`src/rtl/axistream_snooper_mux_pkg.sv`:
```
// Shared definitions for the multi-channel AXI-Stream snooper.
//   state_e     : capture FSM states (idle / capture / done)
//   clog2_min1  : $clog2 clamped to at least 1, for index widths of 1-entry arrays
//   popcount    : number of set bits in a byte-enable vector (up to MaxKeepW bits)
package axistream_snooper_mux_pkg;

  typedef enum logic [1:0] {
    StIdle    = 2'd0,
    StCapture = 2'd1,
    StDone    = 2'd2
  } state_e;

  // Widest TKEEP the popcount helper handles (1024-bit TDATA).
  localparam int unsigned MaxKeepW = 128;

  function automatic int unsigned clog2_min1(input int unsigned n);
    return (n <= 1) ? 1 : $clog2(n);
  endfunction

  function automatic int unsigned popcount(input logic [MaxKeepW-1:0] v);
    int unsigned c;
    c = 0;
    for (int unsigned i = 0; i < MaxKeepW; i++) begin
      c += 32'(v[i]);
    end
    return c;
  endfunction

endpackage

```
`src/rtl/axistream_snooper_mux_if.sv`:
```
// Bundle of the snooped AXI-Stream links and the packet-memory write port.
//   snoop_*      : N_CH observed streams, channel i at slice i of each vector
//   ch_enable    : per-channel capture enable
//   mem_ready    : packet memory buffer free
//   wr_*         : packet memory write port
//   done/byte_len/src_ch/truncated : per-packet completion report
//   drop_cnt     : packets dropped across all channels
// Modports: slave = snooper side, master = environment side.
interface axistream_snooper_mux_if
  import axistream_snooper_mux_pkg::*;
#(
  parameter int unsigned N_CH       = 4,
  parameter int unsigned DATA_WIDTH = 64,
  parameter int unsigned ADDR_WIDTH = 10,
  parameter int unsigned CNT_WIDTH  = 16
);
  localparam int unsigned KeepW = DATA_WIDTH / 8;
  localparam int unsigned ChW   = clog2_min1(N_CH);
  localparam int unsigned LenW  = ADDR_WIDTH + $clog2(KeepW) + 1;

  logic [N_CH*DATA_WIDTH-1:0] snoop_TDATA;
  logic [N_CH*KeepW-1:0]      snoop_TKEEP;
  logic [N_CH-1:0]            snoop_TVALID;
  logic [N_CH-1:0]            snoop_TREADY;
  logic [N_CH-1:0]            snoop_TLAST;
  logic [N_CH-1:0]            ch_enable;
  logic                       mem_ready;
  logic [ADDR_WIDTH-1:0]      wr_addr;
  logic [DATA_WIDTH-1:0]      wr_data;
  logic                       wr_en;
  logic                       done;
  logic [LenW-1:0]            byte_len;
  logic [ChW-1:0]             src_ch;
  logic                       truncated;
  logic [CNT_WIDTH-1:0]       drop_cnt;

  modport slave (
    input  snoop_TDATA, snoop_TKEEP, snoop_TVALID, snoop_TREADY, snoop_TLAST,
    input  ch_enable, mem_ready,
    output wr_addr, wr_data, wr_en, done, byte_len, src_ch, truncated, drop_cnt
  );

  modport master (
    output snoop_TDATA, snoop_TKEEP, snoop_TVALID, snoop_TREADY, snoop_TLAST,
    output ch_enable, mem_ready,
    input  wr_addr, wr_data, wr_en, done, byte_len, src_ch, truncated, drop_cnt
  );

endinterface

```
`src/rtl/axistream_snooper_mux_rr_arbiter.sv`:
```
// Combinational round-robin arbiter.
//   req_i : request vector
//   ptr_i : highest-priority index this cycle
//   gnt_o : one-hot grant of the first request at/after ptr_i (wrapping)
//   idx_o : index of the granted request
//   any_o : at least one request present
module axistream_snooper_mux_rr_arbiter
  import axistream_snooper_mux_pkg::*;
#(
  parameter int unsigned N_CH = 4,
  localparam int unsigned IdxW = clog2_min1(N_CH)
) (
  input  logic [N_CH-1:0] req_i,
  input  logic [IdxW-1:0] ptr_i,
  output logic [N_CH-1:0] gnt_o,
  output logic [IdxW-1:0] idx_o,
  output logic            any_o
);

  logic [31:0] pos;

  always_comb begin
    gnt_o = '0;
    idx_o = '0;
    any_o = 1'b0;
    pos   = '0;
    for (int unsigned off = 0; off < N_CH; off++) begin
      pos = (32'(ptr_i) + off) % N_CH;
      if (!any_o && req_i[pos]) begin
        any_o      = 1'b1;
        gnt_o[pos] = 1'b1;
        idx_o      = IdxW'(pos);
      end
    end
  end

endmodule

```
`src/rtl/axistream_snooper_mux.sv`:
```
// Passive N-channel AXI-Stream snooper feeding a packet memory.
// Picks one channel at a packet boundary (round robin), copies that whole packet into the
// memory starting at word 0, then reports byte length, source channel and truncation with a
// one-cycle done pulse. Start beats that cannot be captured are counted as drops.
// Ports:
//   axi_aclk    : clock
//   axi_aresetn : asynchronous active-low reset
//   bus         : axistream_snooper_mux_if.slave (snooped streams in, write port/report out)
// Build option: define SNOOPER_DROP_CNT_EN to build the drop counter; otherwise drop_cnt is 0.
module axistream_snooper_mux
  import axistream_snooper_mux_pkg::*;
#(
  parameter int unsigned N_CH       = 4,
  parameter int unsigned DATA_WIDTH = 64,
  parameter int unsigned ADDR_WIDTH = 10,
  parameter int unsigned CNT_WIDTH  = 16
) (
  input logic                    axi_aclk,
  input logic                    axi_aresetn,
  axistream_snooper_mux_if.slave bus
);

  localparam int unsigned KeepW = DATA_WIDTH / 8;
  localparam int unsigned ChW   = clog2_min1(N_CH);
  localparam int unsigned LenW  = ADDR_WIDTH + $clog2(KeepW) + 1;
  localparam logic [ADDR_WIDTH:0] CapWords = {1'b1, {ADDR_WIDTH{1'b0}}};
  localparam logic [LenW-1:0]     CapBytes = LenW'(CapWords) * LenW'(KeepW);

  state_e state_q, state_d;

  logic [N_CH-1:0] beat, start, cand;
  logic [N_CH-1:0] in_pkt_q, in_pkt_d;

  logic [N_CH-1:0] arb_gnt;
  logic [ChW-1:0]  arb_idx;
  logic            arb_any;
  logic            grant_fire;

  logic [ChW-1:0]  rr_q, rr_d;
  logic [ChW-1:0]  src_ch_q, src_ch_d;
  logic [N_CH-1:0] src_oh_q, src_oh_d;
  // TLAST already taken; the next cycle closes the packet.
  logic            last_q, last_d;
  logic [ADDR_WIDTH:0] wcnt_q, wcnt_d;
  logic [ADDR_WIDTH:0] base_cnt;
  logic            take;

  logic                  wr_en_q, wr_en_d;
  logic [ADDR_WIDTH-1:0] wr_addr_q, wr_addr_d;
  logic [DATA_WIDTH-1:0] wr_data_q, wr_data_d;
  logic [LenW-1:0]       byte_len_q, byte_len_d;
  logic                  trunc_q, trunc_d;

  logic [N_CH-1:0]       sel_oh;
  logic [DATA_WIDTH-1:0] data_sel;
  logic [KeepW-1:0]      keep_sel;
  logic                  last_sel;
  logic                  beat_sel;

  // Packet boundary tracking runs on every channel, captured or not.
  always_comb begin
    beat     = bus.snoop_TVALID & bus.snoop_TREADY;
    start    = beat & ~in_pkt_q;
    cand     = start & bus.ch_enable;
    in_pkt_d = in_pkt_q;
    for (int unsigned i = 0; i < N_CH; i++) begin
      if (beat[i]) begin
        in_pkt_d[i] = ~bus.snoop_TLAST[i];
      end
    end
  end

  axistream_snooper_mux_rr_arbiter #(
    .N_CH (N_CH)
  ) u_arb (
    .req_i (cand),
    .ptr_i (rr_q),
    .gnt_o (arb_gnt),
    .idx_o (arb_idx),
    .any_o (arb_any)
  );

  assign grant_fire = (state_q == StIdle) && bus.mem_ready && arb_any;

  // One-hot AND-OR mux: the new grant while idle, otherwise the channel being captured.
  always_comb begin
    sel_oh   = (state_q == StIdle) ? arb_gnt : src_oh_q;
    data_sel = '0;
    keep_sel = '0;
    last_sel = 1'b0;
    beat_sel = 1'b0;
    for (int unsigned i = 0; i < N_CH; i++) begin
      if (sel_oh[i]) begin
        data_sel |= bus.snoop_TDATA[i*DATA_WIDTH +: DATA_WIDTH];
        keep_sel |= bus.snoop_TKEEP[i*KeepW +: KeepW];
        last_sel |= bus.snoop_TLAST[i];
        beat_sel |= beat[i];
      end
    end
  end

  always_comb begin
    state_d    = state_q;
    rr_d       = rr_q;
    src_ch_d   = src_ch_q;
    src_oh_d   = src_oh_q;
    last_d     = last_q;
    wcnt_d     = wcnt_q;
    wr_en_d    = 1'b0;
    wr_addr_d  = wr_addr_q;
    wr_data_d  = wr_data_q;
    byte_len_d = byte_len_q;
    trunc_d    = trunc_q;
    take       = 1'b0;
    base_cnt   = wcnt_q;

    unique case (state_q)
      StIdle: begin
        if (grant_fire) begin
          state_d  = StCapture;
          rr_d     = ChW'((32'(arb_idx) + 32'd1) % N_CH);
          src_ch_d = arb_idx;
          src_oh_d = arb_gnt;
          trunc_d  = 1'b0;
          base_cnt = '0;
          take     = 1'b1;
        end
      end
      StCapture: begin
        if (last_q) begin
          state_d = StDone;
          last_d  = 1'b0;
        end else if (beat_sel) begin
          take = 1'b1;
        end
      end
      StDone: begin
        state_d = StIdle;
      end
      default: begin
        state_d = StIdle;
      end
    endcase

    if (take) begin
      last_d = last_sel;
      if (base_cnt < CapWords) begin
        wr_en_d    = 1'b1;
        wr_addr_d  = base_cnt[ADDR_WIDTH-1:0];
        wr_data_d  = data_sel;
        wcnt_d     = base_cnt + 1'b1;
        byte_len_d = LenW'(base_cnt) * LenW'(KeepW)
                   + LenW'(popcount(MaxKeepW'(keep_sel)));
      end else begin
        // Memory full: drop the beat, keep address parked, report full capacity.
        wcnt_d     = base_cnt;
        trunc_d    = 1'b1;
        byte_len_d = CapBytes;
      end
    end
  end

  always_ff @(posedge axi_aclk or negedge axi_aresetn) begin
    if (!axi_aresetn) begin
      state_q    <= StIdle;
      in_pkt_q   <= '0;
      rr_q       <= '0;
      src_ch_q   <= '0;
      src_oh_q   <= '0;
      last_q     <= 1'b0;
      wcnt_q     <= '0;
      wr_en_q    <= 1'b0;
      wr_addr_q  <= '0;
      wr_data_q  <= '0;
      byte_len_q <= '0;
      trunc_q    <= 1'b0;
    end else begin
      state_q    <= state_d;
      in_pkt_q   <= in_pkt_d;
      rr_q       <= rr_d;
      src_ch_q   <= src_ch_d;
      src_oh_q   <= src_oh_d;
      last_q     <= last_d;
      wcnt_q     <= wcnt_d;
      wr_en_q    <= wr_en_d;
      wr_addr_q  <= wr_addr_d;
      wr_data_q  <= wr_data_d;
      byte_len_q <= byte_len_d;
      trunc_q    <= trunc_d;
    end
  end

`ifdef SNOOPER_DROP_CNT_EN
  // At most one drop per cycle is counted even if several channels lose in the same cycle.
  logic                 drop;
  logic [CNT_WIDTH-1:0] drop_cnt_q;

  assign drop = |(cand & ~(grant_fire ? arb_gnt : '0));

  always_ff @(posedge axi_aclk or negedge axi_aresetn) begin
    if (!axi_aresetn) begin
      drop_cnt_q <= '0;
    end else if (drop && (drop_cnt_q != {CNT_WIDTH{1'b1}})) begin
      drop_cnt_q <= drop_cnt_q + 1'b1;
    end
  end

  assign bus.drop_cnt = drop_cnt_q;
`else
  assign bus.drop_cnt = {CNT_WIDTH{1'b0}};
`endif

  assign bus.wr_en     = wr_en_q;
  assign bus.wr_addr   = wr_addr_q;
  assign bus.wr_data   = wr_data_q;
  assign bus.done      = (state_q == StDone);
  assign bus.byte_len  = byte_len_q;
  assign bus.src_ch    = src_ch_q;
  assign bus.truncated = trunc_q;

endmodule

```
`src/flat_wrapper.sv`:
```
// flat-port wrapper written by rule: the top's interface ports become plain ports
module axistream_snooper_mux_flat import axistream_snooper_mux_pkg::*;
#(
  parameter int unsigned N_CH       = 4,
  parameter int unsigned DATA_WIDTH = 64,
  parameter int unsigned ADDR_WIDTH = 10,
  parameter int unsigned CNT_WIDTH  = 16
)
  (axi_aclk, axi_aresetn, bus_snoop_TDATA, bus_snoop_TKEEP, bus_snoop_TVALID, bus_snoop_TREADY, bus_snoop_TLAST, bus_ch_enable, bus_mem_ready, bus_wr_addr, bus_wr_data, bus_wr_en, bus_done, bus_byte_len, bus_src_ch, bus_truncated, bus_drop_cnt);
  axistream_snooper_mux_if #(.N_CH(N_CH), .DATA_WIDTH(DATA_WIDTH), .ADDR_WIDTH(ADDR_WIDTH), .CNT_WIDTH(CNT_WIDTH)) bus_i ();
  input logic axi_aclk;
  input logic axi_aresetn;
  input wire logic [$bits(bus_i.snoop_TDATA)-1:0] bus_snoop_TDATA;
  input wire logic [$bits(bus_i.snoop_TKEEP)-1:0] bus_snoop_TKEEP;
  input wire logic [$bits(bus_i.snoop_TVALID)-1:0] bus_snoop_TVALID;
  input wire logic [$bits(bus_i.snoop_TREADY)-1:0] bus_snoop_TREADY;
  input wire logic [$bits(bus_i.snoop_TLAST)-1:0] bus_snoop_TLAST;
  input wire logic [$bits(bus_i.ch_enable)-1:0] bus_ch_enable;
  input wire logic [$bits(bus_i.mem_ready)-1:0] bus_mem_ready;
  output wire logic [$bits(bus_i.wr_addr)-1:0] bus_wr_addr;
  output wire logic [$bits(bus_i.wr_data)-1:0] bus_wr_data;
  output wire logic [$bits(bus_i.wr_en)-1:0] bus_wr_en;
  output wire logic [$bits(bus_i.done)-1:0] bus_done;
  output wire logic [$bits(bus_i.byte_len)-1:0] bus_byte_len;
  output wire logic [$bits(bus_i.src_ch)-1:0] bus_src_ch;
  output wire logic [$bits(bus_i.truncated)-1:0] bus_truncated;
  output wire logic [$bits(bus_i.drop_cnt)-1:0] bus_drop_cnt;
  assign bus_i.snoop_TDATA = bus_snoop_TDATA;
  assign bus_i.snoop_TKEEP = bus_snoop_TKEEP;
  assign bus_i.snoop_TVALID = bus_snoop_TVALID;
  assign bus_i.snoop_TREADY = bus_snoop_TREADY;
  assign bus_i.snoop_TLAST = bus_snoop_TLAST;
  assign bus_i.ch_enable = bus_ch_enable;
  assign bus_i.mem_ready = bus_mem_ready;
  assign bus_wr_addr = bus_i.wr_addr;
  assign bus_wr_data = bus_i.wr_data;
  assign bus_wr_en = bus_i.wr_en;
  assign bus_done = bus_i.done;
  assign bus_byte_len = bus_i.byte_len;
  assign bus_src_ch = bus_i.src_ch;
  assign bus_truncated = bus_i.truncated;
  assign bus_drop_cnt = bus_i.drop_cnt;
  axistream_snooper_mux #(.N_CH(N_CH), .DATA_WIDTH(DATA_WIDTH), .ADDR_WIDTH(ADDR_WIDTH), .CNT_WIDTH(CNT_WIDTH)) u_core (.axi_aclk(axi_aclk), .axi_aresetn(axi_aresetn), .bus(bus_i));
endmodule
```
`config.mk`:
```
export PLATFORM = sky130hd
export DESIGN_NAME = axistream_snooper_mux_flat
export DESIGN_NICKNAME = d
export VERILOG_FILES = /design/src/rtl/axistream_snooper_mux_pkg.sv /design/src/rtl/axistream_snooper_mux_if.sv /design/src/rtl/axistream_snooper_mux_rr_arbiter.sv /design/src/rtl/axistream_snooper_mux.sv /design/src/flat_wrapper.sv
export SDC_FILE = /design/constraint.sdc
export NUM_CORES = 1
export LEC_CHECK = 0
export BUFFER_PORTS_ARGS = -buffer_cell sky130_fd_sc_hd__clkbuf_2
export CAP_MARGIN = 10
export CORE_AREA = 3 3 161 163
export DETAILED_ROUTE_END_ITERATION = 8
export DIE_AREA = 0 0 164 166
export PLACE_DENSITY = 0.55
export SLEW_MARGIN = 20
export SYNTH_ARGS = -nofsm -noshare
export SYNTH_HDL_FRONTEND = slang
export SYNTH_SLANG_ARGS = --single-unit
```
`constraint.sdc`:
```
create_clock -name axi_aclk -period 6.15 [get_ports axi_aclk]
set_input_delay 0.9225 -clock axi_aclk [delete_from_list [all_inputs] [get_ports axi_aclk]]
set_output_delay 0.9225 -clock axi_aclk [all_outputs]
set_load 0.02 [all_outputs]
```
==> flow_metrics.env <==
export IMPL_ys_async_sr_fraction=1.000
export IMPL_r2r_worst_path_cells=22
export IMPL_timing_hold_ws_ns=0.4798
export IMPL_cp_max_fo=6
export IMPL_total_power_mw=6.027
export IMPL_nets=1447
export IMPL_cp_num_buf_inv=4
export IMPL_detailed_place_hpwl_microns=24030
export IMPL_fin_tns_setup_ns=0
export IMPL_path_cells="clkbuf_2 -> and4b_1 -> mux4_2 -> nor4b_4 -> a21oi_1 -> a21oi_4 -> a22oi_1 -> nand2_1 -> ha_1 -> fa_1 -> inv_1 -> fa_1 -> inv_1 -> fa_1 -> inv_1 -> fa_1 -> nand3b_1 -> nor2_1 -> nand2_1 -> xor2_1 -> or3_1 -> a21oi_1"
export IMPL_dr_pass1_iters=5
export IMPL_tightest_slew_ns=0.8026
export IMPL_place_congestion=0.9560
export IMPL_drv_slew=0
export IMPL_path_clk_slew_ns=0.06
export IMPL_cp_required_ns=6.50
export IMPL_final_cells=1467
export IMPL_cts_hold_buffers=0
export IMPL_viasPerCell=5.363
export IMPL_syn_area_sq_um=6913
export IMPL_finalCritPeriodShare=0.9254
export IMPL_mostFrequentLayoutCells="clkbuf_2, a22oi_1, dfrtp_1"
export IMPL_synth_fa_ha_area_frac=0.03330
export IMPL_peakVddDrop_uv=379.5
export IMPL_finalInstanceArea_sq_um=9896
export IMPL_cts_tree="yes"
export IMPL_worstSetupEndpointType="flip-flop"
export IMPL_grt_max_degree=61
export IMPL_power_density_nw_per_um2=609.1
export IMPL_root_buffer="clkbuf_16"
export IMPL_cts_inserted_buffers=17
export IMPL_drt_iter0_markers=618
export IMPL_cp_top_family="adder cells"
export IMPL_clock_latency_ns=0.42
export IMPL_r2r_slack_ns=0.61
export IMPL_netlist_cell_type_count=52
export IMPL_fin_util=0.4045
export IMPL_netlist_instances=746
export IMPL_r2r_end="u_core.bus.byte_len[10]"
export IMPL_hold_viol=0
export IMPL_grt_pass1_vias=8114
export IMPL_synthXorXnorAreaFrac=0.01647
export IMPL_clock_sinks=116
export IMPL_fp_dieW_microns=164
export IMPL_worst_slack_ns=0.4588
export IMPL_leakagePower_nw=4.634
export IMPL_finalSetupViolCount=0
export IMPL_critical_path_startpoint="bus_snoop_TREADY[3]"
export IMPL_routed_via_count=7867
export IMPL_synth_compound_area_frac=0.3017
export IMPL_pre_cts_ws_ns=0.04039
export IMPL_row_count=57
export IMPL_muxShareOfSynthArea=0.02118
export IMPL_drv_cap=0
export IMPL_max_freq_ghz=0.1757
export IMPL_grt_first_pass_wirelength_microns=47890
export IMPL_io_pins=416
export IMPL_initial_core_util=0.2826
export IMPL_postCtsSetupRepairBufs=0
export IMPL_slowest_delay_ns=0.58
export IMPL_drtAntennaViolNets=0
export IMPL_clk_path_buf_depth=2
export IMPL_die_y_microns=166
export IMPL_start_kind="primary input"
export IMPL_synth_top_family_by_area="compound AO/OA/AOI/OAI gates"
export IMPL_rsz0062_at_grt="no"
export IMPL_cp_num_cells=22
export IMPL_ctsResizeCount=0
export IMPL_yosysWarningCount=0
export IMPL_drc_errors=0
export IMPL_cp_slowest_cell="mux4_2"
export IMPL_yosys_area_share_simple=0.1450
export IMPL_worstHoldPathType="reg2reg"
export IMPL_htree_levels=4
export IMPL_period_minus_slack_ns=5.691
export IMPL_critPathArrivalTime_ns=6.04
export IMPL_antenna_found_initial=8
export IMPL_die_area_sq_um=27220
export IMPL_synth_ff_type="dfrtp_1"
export IMPL_drive_gt1_frac=0.4178
export IMPL_wl_per_cell_microns=21.41
export IMPL_syn_area_per_cell_sq_um=9.267
export IMPL_r2r_start="u_core.rr_q[1]"
export IMPL_place_inst=1429
export IMPL_crit_type="in2reg"
export IMPL_areaGrowthSynthToFinish_pct=43.15
export IMPL_placed_cell_area_sq_um=9271
export IMPL_synth_seq_cells=116
export IMPL_synth_edff_count=0
export IMPL_setup_worst_path_end="u_core.bus.byte_len[10]"
export IMPL_clock_skew_ns=0.008817
export IMPL_io_buffers=399
export IMPL_grt_total_usage=0.2275
export IMPL_slew_headroom=0.4649
export IMPL_core_area_sq_um=24460
export IMPL_status="completed"
export IMPL_layout_commonest_cell="clkbuf_2"
export IMPL_cp_common_cell="fa_1"
export IMPL_grt_overflow=0
export IMPL_routed_wl_microns=31410
export IMPL_synth_seq_area_share=0.4199
[registers in the layout, summed over array words and instances (netlist names)]
register,cells
u_core.rr_q,2
u_core.bus.wr_en,1
u_core.state_q,2
u_core.last_q,1
u_core.bus.byte_len,14
u_core.bus.wr_data,64
u_core.bus.src_ch,2
u_core.src_oh_q,4
u_core.in_pkt_q,4
u_core.bus.wr_addr,10
u_core.wcnt_q,11
u_core.bus.truncated,1
[tightest hold or removal path: cells and delay by family, from the launching register on]
| kind | cells | cell delay, ns |
|---|---|---|
| AOI/OAI and AO/OA | 1 | 0.06 |
| DFF | 1 | 0.34 |
| and+or+nand+nor | 1 | 0.04 |
[per-layer routing]
metal | GRT usage | part of all wire | up-vias
li1 | - | - | 3640
met1 | 0.2766 | 0.39 | 3799
met2 | 0.3933 | 0.52 | 374
met3 | 0.05113 | 0.068 | 52
met4 | 0.08018 | 0.028 | 2
met5 | 0 | 0.00041 | -
[where the power goes]
group	switching, mW	internal [mW]
Combinational	2.34	1.34
Sequential	0.215	1.08
Clock	0.407	0.642
[how the worst min path moves through the flow]
stage,to,from,depth (start not counted)
2_1_floorplan,u_core.in_pkt_q[0],u_core.in_pkt_q[0],2
3_3_place_gp,u_core.bus.truncated,u_core.bus.truncated,1
3_5_place_dp,u_core.bus.src_ch[1],u_core.bus.src_ch[1],2
4_1_cts,u_core.bus.src_ch[1],u_core.bus.src_ch[1],2
5_1_grt,u_core.bus.src_ch[1],u_core.bus.src_ch[1],2
6_report,u_core.bus.src_ch[0],u_core.bus.src_ch[0],2
[cells by family (layout without fill, tap and decap cells)]
logic type | Yosys count | after routing
compound gates | 296 | 296
simple gates | 202 | 202
flops | 116 | 116
buf+inv | 95 | 471
fa+ha+maj | 16 | 16
xor+xnor | 13 | 13
mux | 7 | 7
other cells | 1 | 22
[synth_stat cells (2+ instances only)]
master	number	share of area
a22oi_1	143	0.16
dfrtp_1	116	0.42
a31oi_1	69	0.062
nor3_1	67	0.049
nand2_1	61	0.033
clkbuf_1	56	0.030
a21oi_1	24	0.017
nor2_1	22	0.012
nand3_1	19	0.014
buf_4	17	0.018
o21ai_0	16	0.012
inv_1	14	0.0076
ha_1	12	0.022
xnor2_1	9	0.011
a22o_1	6	0.0076
buf_2	6	0.0043
mux4_2	6	0.020
o31ai_1	6	0.0065
or3_1	5	0.0045
a211o_1	4	0.0051
and4b_1	4	0.0058
fa_1	4	0.012
nand4b_1	4	0.0051
or4_1	4	0.0043
xor2_1	4	0.0051
a221oi_1	3	0.0038
a31o_1	3	0.0038
a31o_2	3	0.0038
a41o_1	3	0.0043
and2_1	3	0.0027
nand2b_1	3	0.0027
nand4_1	3	0.0027
a2bb2oi_1	2	0.0025
a311oi_1	2	0.0025
and4_1	2	0.0025
buf_1	2	0.0011
nor2b_1	2	0.0018
o21a_1	2	0.0022
o22ai_1	2	0.0018
[final cells by class]
type | instances | area [sq um]
fillers | 2540 | 14570
multi-input cells | 550 | 3716
flip-flops and latches | 116 | 2903
repair buffers | 425 | 2195
clock buffers | 18 | 429.2
well taps | 324 | 405.4
clock inverters | 14 | 180.2
inverters | 14 | 52.55
diodes | 6 | 15.01
Power figures use the tool's default switching activity.
